--- src/rtl/alu_shift_pkg.sv ---
// Shared opcodes, widths and the shift request record for the shift issue path.
package alu_shift_pkg;

   localparam int unsigned DATA_W = 32;
   localparam int unsigned AMT_W  = 5;
   localparam int unsigned OP_W   = 5;
   localparam int unsigned CNT_W  = 16;

   localparam logic [OP_W-1:0] OP_SLL = 5'b00100;
   localparam logic [OP_W-1:0] OP_SRA = 5'b00101;

   typedef struct packed {
      logic [DATA_W-1:0] data;
      logic [AMT_W-1:0]  amt;
      logic              arith;
   } shift_req_t;

   function automatic logic is_shift_op(input logic [OP_W-1:0] op);
      return (op == OP_SLL) || (op == OP_SRA);
   endfunction

endpackage

--- src/rtl/shift_req_fifo.sv ---
// Small FIFO of shift requests; head is read straight from storage, flush
// empties it synchronously and overrides push/pop.
module shift_req_fifo
   import alu_shift_pkg::*;
#(
   parameter int unsigned DEPTH = 2
) (
   input  logic       clock,
   input  logic       reset_n,
   input  logic       push,
   input  shift_req_t push_req,
   input  logic       pop,
   input  logic       flush,
   output logic       full,
   output logic       empty,
   output shift_req_t head
);

   localparam int unsigned PTR_W = (DEPTH > 1) ? $clog2(DEPTH) : 1;
   localparam int unsigned OCC_W = $clog2(DEPTH + 1);

   logic [PTR_W-1:0] wr_ptr;
   logic [PTR_W-1:0] rd_ptr;
   logic [OCC_W-1:0] count;
   shift_req_t       mem [DEPTH];
   logic             do_push;
   logic             do_pop;

   assign full    = (count == OCC_W'(DEPTH));
   assign empty   = (count == '0);
   assign do_push = push && !full;
   assign do_pop  = pop && !empty;
   assign head    = mem[rd_ptr];

   // Storage is cleared on reset so the head reads zero out of reset.
   always_ff @(posedge clock or negedge reset_n) begin
      if (!reset_n) begin
         wr_ptr <= '0;
         rd_ptr <= '0;
         count  <= '0;
         for (int i = 0; i < int'(DEPTH); i++) begin
            mem[i] <= '0;
         end
      end else if (flush) begin
         wr_ptr <= '0;
         rd_ptr <= '0;
         count  <= '0;
      end else begin
         if (do_push) begin
            mem[wr_ptr] <= push_req;
            wr_ptr      <= wr_ptr + PTR_W'(1);
         end
         if (do_pop) begin
            rd_ptr <= rd_ptr + PTR_W'(1);
         end
         case ({do_push, do_pop})
            2'b10:   count <= count + OCC_W'(1);
            2'b01:   count <= count - OCC_W'(1);
            default: count <= count;
         endcase
      end
   end

endmodule

--- src/rtl/shift_issue_stage.sv ---
// Shift issue stage: decodes SLL/SRA requests into a FIFO and issues them in
// order. Optional issue counter enabled by SHIFT_ISSUE_COUNT_EN.
module shift_issue_stage
   import alu_shift_pkg::*;
#(
   parameter int unsigned DEPTH = 2
) (
   input  logic        clock,
   input  logic        reset_n,
   input  logic        in_valid,
   output logic        in_ready,
   input  logic [4:0]  in_op,
   input  logic [31:0] in_data,
   input  logic [4:0]  in_shamt,
   input  logic        flush,
   output logic        out_valid,
   input  logic        out_ready,
   output logic [31:0] out_data,
   output logic [4:0]  out_amt,
   output logic        out_arith,
   output logic        illegal_op,
   output logic [15:0] issue_count
);

   logic       full;
   logic       empty;
   logic       accept;
   logic       legal;
   logic       push;
   logic       pop;
   shift_req_t push_req;
   shift_req_t head;

   assign in_ready  = !full;
   assign out_valid = !empty;
   assign accept    = in_valid && in_ready;
   assign legal     = is_shift_op(in_op);
   assign push      = accept && legal;
   assign pop       = out_valid && out_ready;

   assign push_req.data  = in_data;
   assign push_req.amt   = in_shamt;
   assign push_req.arith = (in_op == OP_SRA);

   assign out_data  = head.data;
   assign out_amt   = head.amt;
   assign out_arith = head.arith;

   shift_req_fifo #(.DEPTH(DEPTH)) u_fifo (
      .clock    (clock),
      .reset_n  (reset_n),
      .push     (push),
      .push_req (push_req),
      .pop      (pop),
      .flush    (flush),
      .full     (full),
      .empty    (empty),
      .head     (head)
   );

   // Dropped non-shift opcode pulses for one cycle, masked by flush.
   always_ff @(posedge clock or negedge reset_n) begin
      if (!reset_n) begin
         illegal_op <= 1'b0;
      end else begin
         illegal_op <= accept && !legal && !flush;
      end
   end

`ifdef SHIFT_ISSUE_COUNT_EN
   logic             issue;
   logic [CNT_W-1:0] issue_cnt;

   assign issue = pop && !flush;

   // Saturating count of issued requests; only reset clears it.
   always_ff @(posedge clock or negedge reset_n) begin
      if (!reset_n) begin
         issue_cnt <= '0;
      end else if (issue && (issue_cnt != '1)) begin
         issue_cnt <= issue_cnt + CNT_W'(1);
      end
   end

   assign issue_count = issue_cnt;
`else
   assign issue_count = '0;
`endif

endmodule

--- config.mk ---
export PLATFORM = sky130hd
export DESIGN_NAME = shift_issue_stage
export DESIGN_NICKNAME = d
export VERILOG_FILES = /design/src/rtl/alu_shift_pkg.sv /design/src/rtl/shift_req_fifo.sv /design/src/rtl/shift_issue_stage.sv
export SDC_FILE = /design/constraint.sdc
export NUM_CORES = 1
export LEC_CHECK = 0
export CORE_MARGIN = 1
export CORE_UTILIZATION = 48
export CTS_CLUSTER_SIZE = 30
export DETAILED_ROUTE_END_ITERATION = 16
export PLACE_DENSITY_LB_ADDON = 0.1
export SYNTH_ARGS = -nofsm -noshare
export SYNTH_HDL_FRONTEND = slang
export SYNTH_SLANG_ARGS = --single-unit
--- constraint.sdc ---
create_clock -name clock -period 1.9 [get_ports clock]
set_input_delay 0.285 -clock clock [delete_from_list [all_inputs] [get_ports clock]]
set_output_delay 0.285 -clock clock [all_outputs]
set_load 0.05 [all_outputs]
# == Word level (Yosys, flattened, before mapping) ==
# Index checks and enable logic that the tools add are counted.
# word_totals
reg_bits,81
out_inout_bits,57
# classes
addsub,4
order_cmp,3
n_eq_ne,5
muxes,12
bitwise_logic,3
n_reduce_logical,18
# ops
cell,count
2-to-1 mux 38 bit,4
bitwise mux 76 bit,1
demux 38 bit (select 1 bit),1
"equality test 5 x 3 -> 1 bit, second input constant",2
logical AND 1 bit,8
"equality test 2 bit, second input constant",2
"greater-or-equal comparator 2 bit, second input constant",2
zero test 1 bit,4
2-to-1 mux 1 bit,4
NOT 1 -> 2 bit,2
case mux 2 bit (2 select lines),1
nonzero test 2 bit,2
nonzero test 3 bit,1
"adder 1 bit, second input constant",2
"adder 2 x 1 -> 2 bit, second input constant",1
"equality test 2 x 1 -> 1 bit, second input constant",1
zero test 2 bit,1
"< comparator 2 x 1 -> 1 bit, second input constant",1
2-to-1 mux 2 bit,1
AND reduction 2 bit,1
"subtractor 2 x 1 -> 2 bit, second input constant",1
logical OR 1 bit,1
NOT 1 bit,1

# == Depth between registers and ports, before layout ==
# Gate-level depths: netlist of run 1.
# logic_depth
word_depth,8
depth_mapped,6
depth_no_buf,4

# == Modules after synthesis ==
# Synthesis of run 1 repeated with hierarchy kept, for this count alone.
# unflattened
cells_unflattened,251
hier_area_um2,3763.6
# modules_own_cells
module,n_inst,cells_per_inst,area_each_um2
shift_req_fifo,1,226,3554.7
shift_issue_stage,1,25,209.0

# == Worst setup path after synthesis of run 1 ==
# OpenSTA, ideal clock, no wires.
# synth_path
path_type,register to register
startpoint,reg u_fifo.count[0]
endpoint,reg u_fifo.mem[38] (netlist bit)
setup_ns,0.125
arrival_time_ns,1.920
t_required_ns,1.775
setup_slack_ns,-0.145
path_stages_with_launch,7
path_buffers,2
path_cell_list,dfrtp_1 nand2b_1 nor2b_1 nor3b_2 buf_6 buf_12 mux2_4
# synth_via
elab_chain_cells,6
# synth_lines
item,line,source
start: declaration,shift_req_fifo.sv:24,logic [OCC_W-1:0] count;
start signal: assignment,shift_req_fifo.sv:57,2'b10: count <= count + OCC_W'(1);
start signal: assignment,shift_req_fifo.sv:58,2'b01: count <= count - OCC_W'(1);
start signal: assignment,shift_req_fifo.sv:59,default: count <= count;
equality test 2 bit (*),shift_req_fifo.sv:29,assign full = (count == OCC_W'(DEPTH));
zero test 1 bit (*),shift_issue_stage.sv:34,assign in_ready = !full;
named net in_ready,shift_issue_stage.sv:11,"output logic in_ready,"
logical AND 1 bit,shift_issue_stage.sv:36,assign accept = in_valid && in_ready;
logical AND 1 bit,shift_issue_stage.sv:38,assign push = accept && legal;
logical AND 1 bit (*),shift_req_fifo.sv:31,assign do_push = push && !full;
AND reduction 2 bit (no line) (*),n/a,
end signal: indexed assignment,shift_req_fifo.sv:50,mem[wr_ptr] <= push_req;
end: declaration,shift_req_fifo.sv:25,shift_req_t mem [DEPTH];
# The timed path passes the listed nets; every way through them passes the cells marked *.
# A chain may end at the register's enable or synchronous reset.

# == Worst setup path in the final report of run 1 ==
# layout_path
startpoint,in in_op[1]
endpoint,reg u_fifo.mem[66] (netlist bit)
# layout_via
elab_chain_cells,5
# layout_lines
item,line,source
start: declaration,shift_issue_stage.sv:12,"input logic [4:0] in_op,"
equality test 5 x 3 -> 1 bit,alu_shift_pkg.sv:19,return (op == OP_SLL) || (op == OP_SRA);
logical OR 1 bit (*),alu_shift_pkg.sv:19,
logical AND 1 bit (*),shift_issue_stage.sv:38,
logical AND 1 bit (*),shift_req_fifo.sv:31,
AND reduction 2 bit (no line) (*),n/a,
# Mark *: on every way between the ends. The rest lies on a longest branch, timed or not.

==> results_dict.tcl, run 1 <==
set metrics [dict create \
    crit_path_start "in_op[1]" \
    min_period_ns 1.83 \
    die_x_um 90.9 \
    maxSlewViolCount 0 \
    final-hold-violation-count 0 \
    port_buffers 87 \
    nFillCells 621 \
    syn_to_final_growth_pct 28.2 \
    synthCells 248 \
    crit_chain "clkdlybuf4s50_1 -> nor4b_4 -> nand2_2 -> nor3b_4 -> buf_4 -> mux2_2" \
    critPathArrivalTime_ns 2.05 \
    wl_per_cell_um 15.3 \
    grt.overflow.total 0 \
    r2r_slack_ns 0.11 \
    vias 2236 \
    maxCapViolations 0 \
    rsz0062_at_grt "yes" \
    clk_latency_ns 0.34 \
    fmax_mhz 547 \
    critPathKind "in2reg" \
    yosys_warnings 0 \
    skew_ns 0.00617 \
    clk_pin_slew_ns 0.07 \
    leakagePower_nw 2.37 \
    cts.sinks 81 \
    yosys.cell_types.count 28 \
    globalRouteTotalUtil_pct 18.1 \
    cts_buffer_depth 2 \
    post_layout_nonfiller_instances 454 \
    r2r_start "u_fifo.count[0]$_DFFE_PN0P_" \
    synthAdderAreaFrac_pct 0 \
    via_per_inst 4.93 \
    cp-end-kind "flop" \
    synth_area_um2 3790 \
    core_um2 7690 \
    crit_path_start_kind "input port" \
    drive_above_1_share_pct 54.0 \
    endpoint "u_fifo.mem[66]$_DFFE_PN0P_" \
    place.gp.congestion 0.796 \
    post_cts.repair.setup_buffers 0 \
    synthXorXnorAreaFrac_pct 0.462 \
    ant_nets 0 \
    finalSetupViolCount 0 \
    r2r-end "u_fifo.mem[2]$_DFFE_PN0P_" \
    hpwl_mm 4.75 \
    ys_seq_area_share_pct 53.4 \
    worstHoldPathType "in2async" \
    synthMuxAreaShare_pct 35.8 \
    powerDensity_nw_per_um2 955 \
    synthSimpleGateAreaFrac_pct 3.27 \
    grt_pass1_vias 2324 \
    synth_top_family_by_area "multiplexers" \
    drc 0 \
    ir_worst_vdd_v 0.000825 \
    max_stage_delay_ns 0.44 \
    cts_buffers 9 \
    nets 396 \
    hold_slack_ns 0.449 \
    cp_data_required_time_ns 2.12 \
    h-tree-depth 3 \
    syn_avg_cell_area_um2 15.3 \
    r2r_cells 6 \
    post-place-cells 439 \
    antenna_found_initial 0 \
    ys_seq_elements 81 \
    tns_ns 0 \
    cts_tree "yes" \
    die_h_um 90.9 \
    grt_max_degree 49 \
    finalCritPeriodShare_pct 96.3 \
    critPathSlowestCell "clkdlybuf4s50_1" \
    diodes 0 \
    io-pin-count 104 \
    dr.first_iter.drc_count 50 \
    synth-compound-area-share_pct 0.924 \
    clockRootBuffer "clkbuf_8" \
    cp_max_fo 12 \
    fp-row-count 32 \
    die-area_um2 8260 \
    drt_wl_total_mm 6.94 \
    status "complete, no violations" \
    start_util_pct 49.3 \
    grt_pass1_wl_mm 11.5 \
    dr.pass1.iters 4 \
]
==> Yosys cell counts <==
master	number	share of area, %
nand3_1	1	0.13
nand2_2	1	0.17
buf_4	17	3.4
mux2_4	20	7.9
nor3b_1	2	0.40
nor2b_1	1	0.17
buf_6	3	0.89
xor2_1	2	0.46
o211ai_1	1	0.20
nand4_1	1	0.17
a21o_1	1	0.20
o21ai_0	1	0.13
nand2b_1	1	0.17
mux2_2	94	28
nor2_1	3	0.30
nand4b_1	1	0.23
and3b_1	1	0.23
clkbuf_1	4	0.40
buf_2	2	0.26
or2_2	1	0.17
conb_1	1	0.099
nor3b_2	1	0.33
a221o_1	1	0.26
a21oi_1	1	0.13
dfrtp_1	81	53
buf_12	2	1.1
nand2_1	2	0.20
nor4b_4	1	0.63
==> critical path: cells and delay by family <==
family	cells	cell delay, ns
AND/OR/NAND/NOR	3	0.67
buffers and inverters	2	0.72
multiplexers	1	0.36
==> cell usage in the layout (no fill, tap or decap), drive strengths merged, types with 2 or more instances in the layout <==
cell             n
buf             56
nor3b            3
clkbuf          10
clkdlybuf4s50   46
clkinv           3
nand2            3
mux2           114
xor2             2
nor2             3
dfrtp           81
conb            16
==> through the flow <==
stage | utilization, % | power [mW] | instance area, um2 | setup WS (ns)
after floorplan | - | 3.05 | 3850 | 0.0404
after global placement | 60.7 | 3.48 | 4670 | -0.260
after detailed placement | 60.7 | 3.50 | 4670 | -0.313
after CTS | 63.2 | 4.70 | 4860 | 0.0417
after global routing | 63.2 | 4.85 | 4860 | -0.0167
final | 63.2 | 4.64 | 4860 | 0.0706
==> state kept, by name (all words and copies together), names as in the netlist <==
signal	cells
u_fifo.mem	76
u_fifo.count	2
illegal_op	1
u_fifo.rd_ptr	1
u_fifo.wr_ptr	1
==> per-layer routing <==
| metal | part of all wire, % | global-route usage [%] | up-vias |
|---|---|---|---|
| met2 | 49 | 29.2 | 66 |
| met1 | 43 | 22.5 | 1112 |
| li1 | - | - | 1050 |
| met3 | 6.1 | 6.65 | 8 |
| met4 | 1.3 | 5.95 | 0 |
| met5 | 0 | 0 | - |
==> power by group <==
part	switching (mW)	internal (mW)	total, mW
Combinational	0.884	0.592	1.48
Clock	0.560	0.622	1.18
Sequential	0.0891	1.90	1.98
==> logic make-up (layout without fill, tap and decap cells) <==
group,after synthesis,count (layout)
other cells,1,16
flops,81,81
simple gates,17,17
compound gates,5,5
mux,114,114
xor+xnor,2,2
buf+inv,28,117
==> final cells by class <==
type                            count  area [um2]  share of cell area (%)
Tap cell                          102         128                    2.62
Timing Repair Buffer              103         920                    18.9
Sequential cell                    81        2030                    41.7
Multi-Input combinational cell    154        1600                    33.0
Clock inverter                      4        45.0                   0.926
Clock buffer                       10         138                    2.83
==> worst min path at each step <==
| stage | cells after the start | slack (ns) | end | start |
|---|---|---|---|---|
| finish | 2 | 0.45 | u_fifo.mem[7]$_DFFE_PN0P_ | reset_n |
| global route | 2 | 0.47 | u_fifo.mem[7]$_DFFE_PN0P_ | reset_n |
| CTS | 2 | 0.44 | u_fifo.mem[39]$_DFFE_PN0P_ | reset_n |
| detailed placement | 1 | 0.27 | u_fifo.mem[7]$_DFFE_PN0P_ | reset_n |
| global placement | 1 | 0.27 | u_fifo.mem[7]$_DFFE_PN0P_ | reset_n |
| floorplan | 0 | -0.01 | illegal_op$_DFF_PN0_ | reset_n |
==> timing repair <==
item                       in CTS  in global routing
hold endpoints to repair       33                  0
hold buffers                    1                  0
gates resized for setup         0                  1
setup endpoints to repair       0                 11
(Power assumes the default switching activity.)
==> run 2: changes to the inputs <==
--- a/config.mk
+++ b/config.mk
@@ -9,7 +9,9 @@
 export CORE_UTILIZATION = 48
 export CTS_CLUSTER_SIZE = 30
 export DETAILED_ROUTE_END_ITERATION = 16
+export GPL_ROUTABILITY_DRIVEN = 0
 export PLACE_DENSITY_LB_ADDON = 0.1
 export SYNTH_ARGS = -nofsm -noshare
 export SYNTH_HDL_FRONTEND = slang
+export SYNTH_HIERARCHICAL = 1
 export SYNTH_SLANG_ARGS = --single-unit
==> run 2 against run 1 <==
Effect of this change: the flow now finishes with violations (negative setup slack); via count increased by 4.5%; sequential cell count unchanged; final area increased by 8.5%; sequential share of layout area is 3.3 points lower; non-clock buffer count rose by 12; global-route usage rose by 1.2 points; critical endpoint is now u_fifo/mem[12]$_DFFE_PN0P_.
==> results_dict.tcl, run 2 <==
set metrics [dict create \
    status "complete, but fails checks" \
    violations "negative setup slack" \
    crit_path_start_kind "flop" \
    post_layout_nonfiller_instances 468 \
    clk_latency_ns 0.35 \
    wl_per_cell_um 17.1 \
    cts_buffer_depth 2 \
    die_x_um 90.6 \
    leakagePower_nw 2.61 \
    nets 411 \
    grt_max_degree 39 \
    grt.overflow.total 0 \
    r2r-end "u_fifo/mem[12]$_DFFE_PN0P_" \
    tns_ns -4.75 \
    ys_seq_area_share_pct 53.9 \
    slew_headroom_pct 66.4 \
    drive_above_1_share_pct 56.4 \
    synth_async_sr_flop_share_pct 100 \
    port_buffers 87 \
    largest-register "u_fifo/mem" \
    yosys_warnings 6 \
    min_period_ns 2.04 \
    globalRouteTotalUtil_pct 19.3 \
    vias 2336 \
    cts_buffers 9 \
    worstHoldPathType "in2async" \
    grt_pass1_wl_mm 12.2 \
    tightest_slew_ns 0.502 \
    die_h_um 90.6 \
    via_per_inst 4.99 \
    grt_pass1_vias 2451 \
    hpwl_mm 4.76 \
    critPathArrivalTime_ns 2.27 \
    clk_pin_slew_ns 0.08 \
    synth_top_cell_area_share_pct 53.9 \
    cp_data_required_time_ns 2.13 \
    cp-end-kind "flop" \
    place_area_um2 4760 \
    fp-row-count 31 \
    syn_to_final_growth_pct 40.2 \
    start_util_pct 50.8 \
    synth_edf_count 0 \
    h-tree-depth 3 \
    nFillCells 515 \
    rsz0062_at_grt "yes" \
    diodes 0 \
    synth_top_area_cell "dfrtp_1" \
    r2r_start "u_fifo/count[1]$_DFFE_PN0P_" \
    yosys-top-cells-area "dfrtp_1, mux2_2, mux2_4" \
    r2r_cells 7 \
    design_area_um2 5280 \
    critPathKind "reg2reg" \
    cts_tree "yes" \
    max_stage_delay_ns 0.60 \
    yosysMostFrequentCell "mux2_2" \
    dr.pass1.iters 4 \
    maxCapViolations 0 \
    cp_max_fo 6 \
    critPathSlowestCell "or4b_4" \
    syn_avg_cell_area_um2 15.0 \
    finalWorstSetupSlack_ns -0.139 \
    crit_path_start "u_fifo/count[1]$_DFFE_PN0P_" \
    core_um2 7410 \
    synthCells 251 \
    synth-main-ff-cell "dfrtp_1" \
    hold_slack_ns 0.434 \
    maxSlewViolCount 0 \
    drc 0 \
    utilization_pct 71.2 \
    powerDensity_nw_per_um2 937 \
    antenna_found_initial 0 \
    yosys-top-cells-count "mux2_2, dfrtp_1, mux2_4" \
    drt_wl_total_mm 7.99 \
    clockRootBuffer "clkbuf_8" \
    largest_reg_flops 76 \
    fmax_mhz 491 \
    synth_area_um2 3760 \
    cts.sinks 81 \
    ant_nets 0 \
    final_cell_mix "dfrtp_1, mux2_2, buf_4" \
    ys_seq_elements 81 \
    reg.largest.list "u_fifo/mem: 76 flops, u_fifo/count: 2 flops" \
    io-pin-count 104 \
    r2r_slack_ns -0.14 \
    final-hold-violation-count 0 \
    ir_worst_vdd_v 0.000498 \
    post-place-cells 444 \
    skew_ns 0.0126 \
    die-area_um2 8200 \
    dr.first_iter.drc_count 86 \
    crit_chain "nor2b_4 -> clkinvlp_4 -> and3_4 -> inv_2 -> or4b_4 -> buf_12 -> mux2_4" \
    layout_commonest_cell "dfrtp_1" \
    finalCritPeriodShare_pct 107 \
    finalSetupViolCount 64 \
    yosys.cell_types.count 28 \
]
-- run 2: cell types whose count changed in the layout (fill, tap and decap cells not counted), sizes merged, moves of 2 or more --
cell,delta
dlygate4sd2,+4
nor3b,-3
nand2,-2
inv,+3
or4b,+2
bufinv,+2
buf,+10
o21ai,+2
clkdlybuf4s50,-4
-- run 2: logic make-up after synthesis --
group                     after synthesis  synth area share, %
DFF                                    81                 53.9
muxes                                 114                 36.1
xor gates and xnor gates                1                0.233
AOI/OAI and AO/OA                       7                 1.03
and+or+nand+nor                        16                 3.23
buffers and inverters                  31                 5.45
other                                   1               0.0996
-- run 2: how the worst max path moves through the flow --
stage / cells after the start / slack, ns / end
final: 7 / -0.14 / u_fifo/mem[12]$_DFFE_PN0P_
after global routing: 7 / -0.20 / u_fifo/mem[28]$_DFFE_PN0P_
after CTS: 7 / -0.14 / u_fifo/mem[12]$_DFFE_PN0P_
after detailed placement: 7 / -0.62 / u_fifo/mem[22]$_DFFE_PN0P_
after global placement: 7 / -0.57 / u_fifo/mem[28]$_DFFE_PN0P_
after floorplan: 8 / -0.37 / u_fifo/mem[11]$_DFFE_PN0P_
-- run 2: area by class of cell --
type                    instances  area [um2]  area share [%]
inverters                       3        15.0           0.285
clock buffers                   9         124            2.35
multi-input cells             154        1730            32.8
flip-flops and latches         81        2030            38.4
repair buffers                115        1140            21.5
well taps                      99         124            2.35
clock inverters                 7         118            2.23
-- run 2: per-stage QoR --
| stage | power, mW | setup WS, ns |
|---|---|---|
| after detailed placement | 3.38 | -0.619 |
| final | 4.94 | -0.139 |
| after floorplan | 2.96 | -0.367 |
| after CTS | 4.89 | -0.136 |
| after global placement | 3.36 | -0.565 |
| after global routing | 5.14 | -0.196 |
-- run 2: repair_timing --
action	CTS	global route
hold buffers	1	0
hold endpoints to repair	36	0
buffers inserted	1	2
pin swaps	3	0
resized for setup	9	36
gates cloned	2	2
setup endpoints to repair	76	76
-- run 2: report_power, final --
group	total [mW]	internal, mW	switching, mW
combinational	1.46	0.601	0.861
clock	1.51	0.875	0.630
sequential	1.98	1.89	0.0878
-- run 2: routing by layer --
metal	vias up	global-route usage, %	wire (um)
met5	-	0	0
met4	0	8.06	80
met3	7	3.96	341
met2	67	29.6	3760
met1	1179	26.5	3820
li1	1083	-	-
-- run 2: critical path: cells and delay by family, from the launching register on --
kind	cells	cell delay [ns]
AND/OR/NAND/NOR	3	0.93
multiplexers	1	0.30
flip-flops	1	0.38
buffers and inverters	3	0.32
